[config.mk]
export PLATFORM = sky130hd
export DESIGN_NAME = ethernet_tx
export DESIGN_NICKNAME = d
export VERILOG_FILES = /design/src/rtl/eth_pkg.sv /design/src/rtl/eth_crc32_serial.sv /design/src/rtl/ethernet_tx.sv
export SDC_FILE = /design/constraint.sdc
export NUM_CORES = 1
export LEC_CHECK = 0
export CAP_MARGIN = 25
export CORE_MARGIN = 3
export CORE_UTILIZATION = 45
export DETAILED_ROUTE_END_ITERATION = 16
export GPL_ROUTABILITY_DRIVEN = 0
export PLACE_DENSITY = 0.78
export SLEW_MARGIN = 30
export SYNTH_ARGS = -nofsm -noshare
export SYNTH_HDL_FRONTEND = slang
export SYNTH_SLANG_ARGS = --single-unit
[constraint.sdc]
create_clock -name Clk -period 5.6 [get_ports Clk]
set_clock_uncertainty 0.1 [all_clocks]
set_input_delay 1.68 -clock Clk [delete_from_list [all_inputs] [get_ports Clk]]
set_output_delay 1.68 -clock Clk [all_outputs]
set_load 0.02 [all_outputs]
[src/rtl/eth_pkg.sv]
// Shared constants, state encoding and CRC helper for the serial Ethernet link.
package eth_pkg;

    localparam logic [63:0] PREAMBLE_SFD = 64'hAAAAAAAAAAAAAAAB;
    localparam logic [31:0] CRC32_POLY   = 32'h04C11DB7;
    localparam int          PRE_BITS     = 64;
    localparam int          HDR_BITS     = 96;
    localparam int          LEN_BITS     = 16;
    localparam int          FCS_BITS     = 32;
    localparam int          MAX_PAYLOAD  = 1500;

    typedef enum logic [2:0] {
        ST_IDLE = 3'd0,
        ST_PRE  = 3'd1,
        ST_HDR  = 3'd2,
        ST_LEN  = 3'd3,
        ST_PAY  = 3'd4,
        ST_FCS  = 3'd5
    } eth_state_e;

    // One serial CRC step: MSB-first, no reflection, x^32 term implied.
    function automatic logic [31:0] crc32_step(input logic [31:0] crc,
                                               input logic        b,
                                               input logic [31:0] poly);
        logic fb;
        fb = crc[31] ^ b;
        return {crc[30:0], 1'b0} ^ (fb ? poly : 32'h0000_0000);
    endfunction

endpackage

[src/rtl/eth_crc32_serial.sv]
// Bit-serial CRC-32 register, shared between transmit and receive paths.
module eth_crc32_serial
    import eth_pkg::*;
#(
    parameter logic [31:0] POLY = CRC32_POLY
) (
    input  logic        clk_i,
    input  logic        rst_i,
    input  logic        clear_i,
    input  logic        en_i,
    input  logic        bit_i,
    output logic [31:0] crc_o
);

    logic [31:0] crc_q;
    logic [31:0] crc_d;

    // Next remainder: clear wins over a data bit, otherwise hold.
    always_comb begin
        crc_d = crc_q;
        if (clear_i) begin
            crc_d = 32'h0000_0000;
        end else if (en_i) begin
            crc_d = crc32_step(crc_q, bit_i, POLY);
        end else begin
            crc_d = crc_q;
        end
    end

    // Remainder register with synchronous reset.
    always_ff @(posedge clk_i) begin
        if (rst_i) begin
            crc_q <= 32'h0000_0000;
        end else begin
            crc_q <= crc_d;
        end
    end

    assign crc_o = crc_q;

endmodule

[src/rtl/ethernet_tx.sv]
// Serial frame transmitter: preamble, addresses, length, payload, CRC, MSB first.
// Every output is a register; TxBit/TxEn describe the bit currently on the line.
module ethernet_tx
    import eth_pkg::*;
#(
    parameter int          MAX_LEN  = MAX_PAYLOAD,
    parameter logic [63:0] PREAMBLE = PREAMBLE_SFD,
    parameter logic [31:0] CRC_POLY = CRC32_POLY
) (
    input  logic        Clk,
    input  logic        Rst,
    input  logic        Start,
    input  logic [15:0] Length,
    input  logic [47:0] DestMac,
    input  logic [47:0] SrcMac,
    input  logic [7:0]  DataIn,
    input  logic        DataValid,
    output logic        DataReady,
    output logic        TxBit,
    output logic        TxEn,
    output logic        Busy,
    output logic        Done,
    output logic        Err
);

    localparam logic [15:0] MAX_LEN_W = 16'(MAX_LEN);

    eth_state_e  state_q, state_d;
    logic [13:0] cnt_q, cnt_d, nxt_cnt_s, pay_last_s;
    logic [95:0] hdr_q, hdr_d;
    logic [15:0] len_q, len_d, fetched_q, fetched_d;
    logic [7:0]  hold_q, hold_d, shift_q, shift_d;
    logic        hold_full_q, hold_full_d;
    logic        tx_bit_q, tx_bit_d, tx_en_q, tx_en_d;
    logic        busy_q, busy_d, done_q, done_d, err_q, err_d;
    logic        ready_q, ready_d;
    logic        crc_clr_s, crc_en_s, crc_bit_s, xfer_s;
    logic [31:0] crc_s;

    eth_crc32_serial #(.POLY(CRC_POLY)) u_crc (
        .clk_i   (Clk),
        .rst_i   (Rst),
        .clear_i (crc_clr_s),
        .en_i    (crc_en_s),
        .bit_i   (crc_bit_s),
        .crc_o   (crc_s)
    );

    assign nxt_cnt_s  = cnt_q + 14'd1;
    assign pay_last_s = {len_q[10:0], 3'b000} - 14'd1;
    assign xfer_s     = DataValid & ready_q;

    // Frame sequencing: choose the next line bit, move payload bytes, feed the CRC.
    always_comb begin
        state_d     = state_q;
        cnt_d       = cnt_q;
        hdr_d       = hdr_q;
        len_d       = len_q;
        fetched_d   = fetched_q;
        hold_d      = hold_q;
        hold_full_d = hold_full_q;
        shift_d     = shift_q;
        tx_bit_d    = 1'b0;
        tx_en_d     = 1'b0;
        done_d      = 1'b0;
        err_d       = 1'b0;
        crc_clr_s   = 1'b0;
        crc_en_s    = 1'b0;
        crc_bit_s   = 1'b0;
        case (state_q)
            ST_IDLE: begin
                if (Start) begin
                    if (Length <= MAX_LEN_W) begin
                        state_d     = ST_PRE;
                        cnt_d       = 14'd0;
                        hdr_d       = {DestMac, SrcMac};
                        len_d       = Length;
                        fetched_d   = 16'd0;
                        hold_full_d = 1'b0;
                        crc_clr_s   = 1'b1;
                        tx_bit_d    = PREAMBLE[63];
                        tx_en_d     = 1'b1;
                    end else begin
                        err_d = 1'b1;
                    end
                end else begin
                    state_d = ST_IDLE;
                end
            end
            ST_PRE: begin
                tx_en_d = 1'b1;
                if (cnt_q == 14'd63) begin
                    state_d  = ST_HDR;
                    cnt_d    = 14'd0;
                    tx_bit_d = hdr_q[95];
                end else begin
                    cnt_d    = nxt_cnt_s;
                    tx_bit_d = PREAMBLE[6'd63 - nxt_cnt_s[5:0]];
                end
            end
            ST_HDR: begin
                tx_en_d = 1'b1;
                if (cnt_q == 14'd95) begin
                    state_d  = ST_LEN;
                    cnt_d    = 14'd0;
                    tx_bit_d = len_q[15];
                end else begin
                    cnt_d    = nxt_cnt_s;
                    tx_bit_d = hdr_q[7'd95 - nxt_cnt_s[6:0]];
                end
            end
            ST_LEN, ST_PAY: begin
                tx_en_d = 1'b1;
                if ((state_q == ST_LEN && cnt_q == 14'd15 && len_q == 16'd0) ||
                    (state_q == ST_PAY && cnt_q == pay_last_s)) begin
                    // The CRC already holds every payload bit put on the line.
                    state_d  = ST_FCS;
                    cnt_d    = 14'd0;
                    tx_bit_d = crc_s[31];
                end else if (state_q == ST_LEN && cnt_q != 14'd15) begin
                    cnt_d    = nxt_cnt_s;
                    tx_bit_d = len_q[4'd15 - nxt_cnt_s[3:0]];
                end else if (state_q == ST_PAY && nxt_cnt_s[2:0] != 3'd0) begin
                    cnt_d     = nxt_cnt_s;
                    tx_bit_d  = shift_q[7];
                    shift_d   = {shift_q[6:0], 1'b0};
                    crc_en_s  = 1'b1;
                    crc_bit_s = shift_q[7];
                end else if (hold_full_q) begin
                    // Byte boundary: the held byte becomes the active shifter.
                    state_d     = ST_PAY;
                    cnt_d       = (state_q == ST_LEN) ? 14'd0 : nxt_cnt_s;
                    tx_bit_d    = hold_q[7];
                    shift_d     = {hold_q[6:0], 1'b0};
                    hold_full_d = 1'b0;
                    crc_en_s    = 1'b1;
                    crc_bit_s   = hold_q[7];
                end else begin
                    // Underrun: nothing to send, abandon the frame.
                    state_d = ST_IDLE;
                    cnt_d   = 14'd0;
                    tx_en_d = 1'b0;
                    err_d   = 1'b1;
                end
            end
            ST_FCS: begin
                if (cnt_q == 14'd31) begin
                    state_d = ST_IDLE;
                    cnt_d   = 14'd0;
                    done_d  = 1'b1;
                end else begin
                    cnt_d    = nxt_cnt_s;
                    tx_bit_d = crc_s[5'd31 - nxt_cnt_s[4:0]];
                    tx_en_d  = 1'b1;
                end
            end
            default: begin
                state_d = ST_IDLE;
                cnt_d   = 14'd0;
            end
        endcase
        // A transfer can only happen while the hold buffer is empty, so it never
        // collides with a boundary that consumes the held byte.
        if (xfer_s) begin
            hold_d      = DataIn;
            hold_full_d = 1'b1;
            fetched_d   = fetched_q + 16'd1;
        end else begin
            hold_d = hold_d;
        end
    end

    // Registered status outputs follow the next state.
    always_comb begin
        busy_d  = (state_d != ST_IDLE);
        ready_d = busy_d & ~hold_full_d & (fetched_d < len_d);
    end

    // State and output registers, all cleared by the synchronous reset.
    always_ff @(posedge Clk) begin
        if (Rst) begin
            state_q     <= ST_IDLE;
            cnt_q       <= 14'd0;
            hdr_q       <= 96'd0;
            len_q       <= 16'd0;
            fetched_q   <= 16'd0;
            hold_q      <= 8'd0;
            hold_full_q <= 1'b0;
            shift_q     <= 8'd0;
            tx_bit_q    <= 1'b0;
            tx_en_q     <= 1'b0;
            busy_q      <= 1'b0;
            done_q      <= 1'b0;
            err_q       <= 1'b0;
            ready_q     <= 1'b0;
        end else begin
            state_q     <= state_d;
            cnt_q       <= cnt_d;
            hdr_q       <= hdr_d;
            len_q       <= len_d;
            fetched_q   <= fetched_d;
            hold_q      <= hold_d;
            hold_full_q <= hold_full_d;
            shift_q     <= shift_d;
            tx_bit_q    <= tx_bit_d;
            tx_en_q     <= tx_en_d;
            busy_q      <= busy_d;
            done_q      <= done_d;
            err_q       <= err_d;
            ready_q     <= ready_d;
        end
    end

    assign DataReady = ready_q;
    assign TxBit     = tx_bit_q;
    assign TxEn      = tx_en_q;
    assign Busy      = busy_q;
    assign Done      = done_q;
    assign Err       = err_q;

endmodule

== Word level (Yosys, flattened, before mapping) ==
Memory sizes are Yosys's and may differ from the RTL's.
Index checks and enable logic that the tools add are counted.

* $add $sub $neg: 7
* Multiply operators: 0
* Divide/modulo/power cells: 0
* Magnitude comparators: 6
* Eq/ne operators: 13
* Shifts and indexed selects: 0
* Mux-type cells: 76
* Bitwise logic cells: 9
* Reductions and logical operators: 18

{| class="wikitable"
|+ Operators with widths
! operator !! count
|-
| $mux W14 || 10
|-
| $mux W16 || 7
|-
| $pmux W14 S5 || 1
|-
| $mux W1 || 38
|-
| $xor A32 B32 Y32 || 1
|-
| $mux W27 || 1
|-
| $mux W3 || 9
|-
| $add A16 B1 Y16 const B || 1
|-
| $le A16 B11 Y1 const B || 1
|-
| $logic_not A16 Y1 || 1
|-
| $lt A16 B16 Y1 || 1
|-
| $mux W8 || 2
|-
| $pmux W3 S5 || 1
|-
| $add A14 B1 Y14 const B || 1
|-
| $eq A14 B14 Y1 || 1
|-
| $eq A14 B4 Y1 const B || 1
|-
| $eq A14 B5 Y1 const B || 1
|-
| $eq A14 B6 Y1 const B || 1
|-
| $eq A14 B7 Y1 const B || 1
|-
| $ne A14 B4 Y1 const B || 1
|-
| $sub A14 B1 Y14 const B || 1
|-
| $lt A7 B8 Y1 const B || 1
|-
| $reduce_or A2 Y1 || 4
|-
| $bmux W1 S7 || 1
|-
| other kinds (27) || 41
|}

* Register bits after elaboration: 200
* Bits in latches: 0
* RAM bits: 0
* ROM bits: 64
* Bits of input ports: 124
* Output and inout port bits: 6
* Word-level logic and storage cells: 145
* Memories: 1

{| class="wikitable"
|+ Memory list
! name !! words !! bits a word !! read ports !! clocked after memory_dff !! write ports !! line !! text
|-
| (name not given) || 64 || 1 || 1 || 0 || 0 || ethernet_tx.sv:98 || <nowiki>tx_bit_d = PREAMBLE[6'd63 - nxt_cnt_s[5:0]];</nowiki>
|}

== Depth between registers and ports, before layout ==
* Depth after elaboration: 11
* Depth in mapped cells: 16
* Mapped depth without buffers: 13

== Modules after synthesis ==
Synthesis repeated with hierarchy kept, for this count alone.

* Cell total of the unflattened synthesis: 1200
* Area total of the unflattened synthesis: 10397.5 um^2

{| class="wikitable"
|+ By module, submodules not included
! module !! times used !! cells an instance !! area each (um^2) !! seq. area each (um^2)
|-
| ethernet_tx || 1 || 1077 || 9007.4 || 3343.2
|-
| eth_crc32_serial || 1 || 123 || 1390.1 || 640.6
|}

== Worst setup path before layout ==
OpenSTA, ideal clock, no wires.

* Path type: input to register
* Start point: input port Length[15]
* End point: register ready_q (netlist: DataReady)
* Data arrival time: 4514 ps
* Setup slack: 899 ps
* Stages on the path: 12
* Buffers on the path: 2
* Cells stage by stage: or4_1 -> a211oi_1 -> and3_1 -> clkbuf_1 -> clkbuf_1 -> mux2i_1 -> ha_1 -> o211ai_1 -> nor2_1 -> o41ai_1 -> a311oi_1 -> nor4b_2

* Word-level cells in the longest chain between the ends: 8

{| class="wikitable"
|+ Ends and longest elaborated chain
! item !! line !! text
|-
| start, declared || ethernet_tx.sv:13 || <nowiki>input logic [15:0] Length,</nowiki>
|-
| branches (longest 7 deep; another with $le A16 B11 Y1) || n/a ||
|-
| $and A1 B1 Y1 * || ethernet_tx.sv:176 || <nowiki>ready_d = busy_d & ~hold_full_d & (fetched_d < len_d);</nowiki>
|-
| end signal, assigned || ethernet_tx.sv:210 || <nowiki>ready_q <= ready_d;</nowiki>
|-
| end, declared || ethernet_tx.sv:36 || <nowiki>logic ready_q, ready_d;</nowiki>
|}

Every way passes the cells marked *.
A chain may end at the register's enable or synchronous reset.

== Worst setup path after layout ==
* Start point: input port Length[9]
* End point: register ready_q (netlist: DataReady)

{| class="wikitable"
|+ RTL lines
! item !! line !! text
|-
| $le A16 B11 Y1 || ethernet_tx.sv:73 || <nowiki>if (Length <= MAX_LEN_W) begin</nowiki>
|-
| $mux W16 || ethernet_tx.sv:73 ||
|-
| $mux W16 || ethernet_tx.sv:72 || <nowiki>if (Start) begin</nowiki>
|-
| $mux W16 || ethernet_tx.sv:70 || <nowiki>case (state_q)</nowiki>
|-
| $mux W16 || ethernet_tx.sv:164 || <nowiki>if (xfer_s) begin</nowiki>
|-
| net fetched_d[5] || ethernet_tx.sv:31 || <nowiki>logic [15:0] len_q, len_d, fetched_q, fetched_d;</nowiki>
|-
| $lt A16 B16 Y1 || ethernet_tx.sv:176 ||
|-
| $and A1 B1 Y1 || ethernet_tx.sv:176 ||
|}

The timed path passes the listed nets, and every way through them passes these cells.

==> flow_metrics.tcl <==
set metrics [dict create \
    synth_ff_type "sky130_fd_sc_hd__dfxtp_1" \
    drt_pass1_iterations 7 \
    core_area_um2 21890 \
    die_h_um 155.6 \
    synth_enable_flop_cells 0 \
    drtAntennaViolNets 0 \
    setup_repair_after_global_routing_missed_its_margin "false" \
    globalRouteOverflowTotal 0 \
    highest_ir_drop_seen_on_vdd_mv 0.1739 \
    portBuffers 129 \
    first_global_vias 8391 \
    layout_common_cells "sky130_fd_sc_hd__nand2_1, sky130_fd_sc_hd__dfxtp_1, sky130_fd_sc_hd__a21oi_1, sky130_fd_sc_hd__clkdlybuf4s50_1, sky130_fd_sc_hd__nor2_1" \
    worstSetupEndpointType "flip-flop" \
    synth_cell_types 71 \
    final_core_utilization_pct 55.18 \
    worstSetupStartpointType "primary input" \
    viasPerCell 5.669 \
    timing.critical_path.required_ns 5.82 \
    worst_ep_arrival_time_ns 5.13 \
    total_vias_in_the_final_route 8928 \
    holdCritPathClass "reg2reg" \
    drt_drc_violations_left 0 \
    power.leakage_nw 4.117 \
    clock_sink_count 199 \
    tightestPinTransition_ns 0.9892 \
    io-pin-count 130 \
    finalSetupViolCount 0 \
    dp_worst_setup_slack_ns 0.3047 \
    routed_wl_mm 25.47 \
    synth.yosys.seq_area_share_pct 39.54 \
    r2r_slack_ns 1.58 \
    synthArstFlopShare_pct 0 \
    fin_area_um2 12080 \
    number_of_hold_violations_in_the_final_report 0 \
    nets 1427 \
    inserted_diodes 0 \
    postCtsResizedCells 0 \
    timing.critical_path.from "Length[9]" \
    initial_utilization_pct 46.02 \
    cellPowerDensity_nw_per_um2 230.8 \
    stdcell_count 1575 \
    synth.area.top_cells "sky130_fd_sc_hd__dfxtp_1, sky130_fd_sc_hd__nand2_1, sky130_fd_sc_hd__mux4_2" \
    layout.cells.most_common "sky130_fd_sc_hd__nand2_1" \
    core.rowCount 54 \
    cts_root_buffer "sky130_fd_sc_hd__clkbuf_16" \
    cts_tree "done" \
    fin_setup_tns_ns 0 \
    clockBufferDepth 2 \
    slew-limit-headroom_pct 33.91 \
    synth_top_area_share_pct 39.54 \
    detailed_place_hpwl_mm 17.35 \
    starting_drc_count_in_detailed_routing 843 \
    place.detailed.instances 1543 \
    fillCellCount 1983 \
    achievable-frequency_ghz 0.2036 \
    design.die.area_um2 24220 \
    cts_post_setup_buffers_inserted 0 \
    numCtsBuffers 17 \
    wire_per_inst_um 16.17 \
    clk_pin_slew_worst_paths_ns 0.07 \
    hold_path.startpoint "hdr_q[66]$_SDFFE_PP0P_" \
    final_min_period_over_clock_period_pct 87.72 \
    rr_startpoint "cnt_q[0]$_SDFFE_PP0P_" \
    yosysWarnings 0 \
    syn_nets 1354 \
    synthCells 1209 \
    syn_area_per_cell_um2 8.333 \
    post-synth-top-area-cell "sky130_fd_sc_hd__dfxtp_1" \
    outcome "completed" \
    cts.htree.levels 4 \
    critical_path_class "in2reg" \
    grt_antenna_before_repair 0 \
    report.final.slew_viol_count 0 \
    drv_cap 0 \
    final_period_minus_worst_setup_slack_ns 4.912 \
    number_of_hold_repair_buffers_added_at_the_cts_stage 0 \
    synth-seq-cells 199 \
    grt_start_max_net_pins 97 \
    chipWidth_um 155.6 \
    clk_latency_ns 0.45 \
    timing.critical_path.fanout_max 15 \
    drive_gt1_share_pct 9.189 \
    worst_case_setup_margin_in_the_final_layout_ns 0.6877 \
    post_synth_instance_area_um2 10070 \
    placed_area_um2 11490 \
    grt_usage_pct 20.70 \
    layout-area-overhead-vs-synth_pct 19.91 \
    wire_length_of_the_first_global_routing_pass_mm 41.30 \
]
==> final cells by class <==
| type | count | area (um^2) | area share, % |
|---|---|---|---|
| multi-input cells | 914 | 5717 | 47.32 |
| clock buffers | 18 | 429.2 | 3.553 |
| repair buffers | 142 | 1410 | 11.67 |
| flip-flops and latches | 199 | 3985 | 32.99 |
| well taps | 280 | 350.3 | 2.900 |
| inverters | 8 | 30.03 | 0.2486 |
| clock inverters | 14 | 158.9 | 1.315 |
==> layer usage <==
metal	track usage (%)	wire length, um
met1	28.18	11570
met2	33.71	11870
met3	3.828	1648
met4	6.294	377
met5	0	0
==> cells in the mapped netlist, types with 5 or more instances <==
| cell | instances |
|---|---|
| sky130_fd_sc_hd__ha_1 | 21 |
| sky130_fd_sc_hd__dfxtp_1 | 199 |
| sky130_fd_sc_hd__buf_2 | 16 |
| sky130_fd_sc_hd__nand2_1 | 314 |
| sky130_fd_sc_hd__nor4_1 | 7 |
| sky130_fd_sc_hd__mux2_2 | 5 |
| sky130_fd_sc_hd__nand4_1 | 12 |
| sky130_fd_sc_hd__o21ai_1 | 13 |
| sky130_fd_sc_hd__nand3_1 | 25 |
| sky130_fd_sc_hd__o21ai_0 | 20 |
| sky130_fd_sc_hd__inv_1 | 8 |
| sky130_fd_sc_hd__mux2i_1 | 15 |
| sky130_fd_sc_hd__nor2_1 | 63 |
| sky130_fd_sc_hd__a31oi_1 | 6 |
| sky130_fd_sc_hd__nand3b_1 | 5 |
| sky130_fd_sc_hd__or4_1 | 7 |
| sky130_fd_sc_hd__mux4_2 | 42 |
| sky130_fd_sc_hd__xnor2_1 | 30 |
| sky130_fd_sc_hd__nor3_1 | 14 |
| sky130_fd_sc_hd__nor2b_1 | 21 |
| sky130_fd_sc_hd__and3_1 | 21 |
| sky130_fd_sc_hd__a311oi_2 | 6 |
| sky130_fd_sc_hd__o211ai_1 | 5 |
| sky130_fd_sc_hd__clkbuf_1 | 65 |
| sky130_fd_sc_hd__a21oi_1 | 174 |
| sky130_fd_sc_hd__a21o_1 | 8 |
| sky130_fd_sc_hd__xor2_1 | 7 |
| sky130_fd_sc_hd__and2_1 | 14 |
==> path summary, 6_finish.rpt <==
path | end | cells past startpoint
min reg2reg | hdr_q[66]$_SDFFE_PP0P_ | 2
max reg2reg | TxBit$_SDFF_PP0_ | 9
min | hdr_q[66]$_SDFFE_PP0P_ | 2
max | DataReady$_SDFF_PP0_ | 15
==> flip-flops by register name (all words and copies together) (netlist names) <==
register	cells
hdr_q	96
u_crc.crc_o	32
fetched_q	16
len_q	16
cnt_q	14
hold_q	8
shift_q	7
state_q	3
Busy	1
DataReady	1
Done	1
Err	1
TxBit	1
TxEn	1
hold_full_q	1
==> through the flow <==
stage	total power (W)	hold WS, ns
floorplan	0.001505	0.3321
global placement	0.001611	0.3384
detailed placement	0.001611	0.3451
CTS	0.002806	0.3563
global route	0.002877	0.3753
finish	0.002788	0.3557
==> power by group <==
group,internal [W],switching [W]
Sequential,0.00142,0.00000441
Combinational,0.0000939,0.0000624
Clock,0.000599,0.000610
Total,0.00211,0.000677
==> logic make-up (layout without fill, tap and decap cells) <==
group | after synthesis | count (layout) | share of synthesized area (%)
DFF | 199 | 199 | 39.54
buffers and inverters | 96 | 182 | 3.924
adders and majority gates | 21 | 21 | 2.608
xor gates and xnor gates | 37 | 37 | 3.217
and+or+nand+nor | 530 | 530 | 23.85
AOI/OAI and AO/OA | 264 | 264 | 15.43
muxes | 62 | 62 | 11.44
==> critical path, stage by stage <==
cell	delay [ns]
sky130_fd_sc_hd__clkdlybuf4s50_1	0.51
sky130_fd_sc_hd__and4b_1	0.23
sky130_fd_sc_hd__a31o_2	0.24
sky130_fd_sc_hd__a211oi_1	0.23
sky130_fd_sc_hd__buf_4	0.19
sky130_fd_sc_hd__and3_4	0.35
sky130_fd_sc_hd__nand2_1	0.23
sky130_fd_sc_hd__nand3_1	0.16
sky130_fd_sc_hd__o21ai_0	0.12
sky130_fd_sc_hd__ha_1	0.33
sky130_fd_sc_hd__nand4_1	0.14
sky130_fd_sc_hd__nor2_1	0.14
sky130_fd_sc_hd__o41ai_1	0.08
sky130_fd_sc_hd__a311oi_1	0.40
sky130_fd_sc_hd__nor4b_2	0.10
Power figures use the tool's default switching activity.
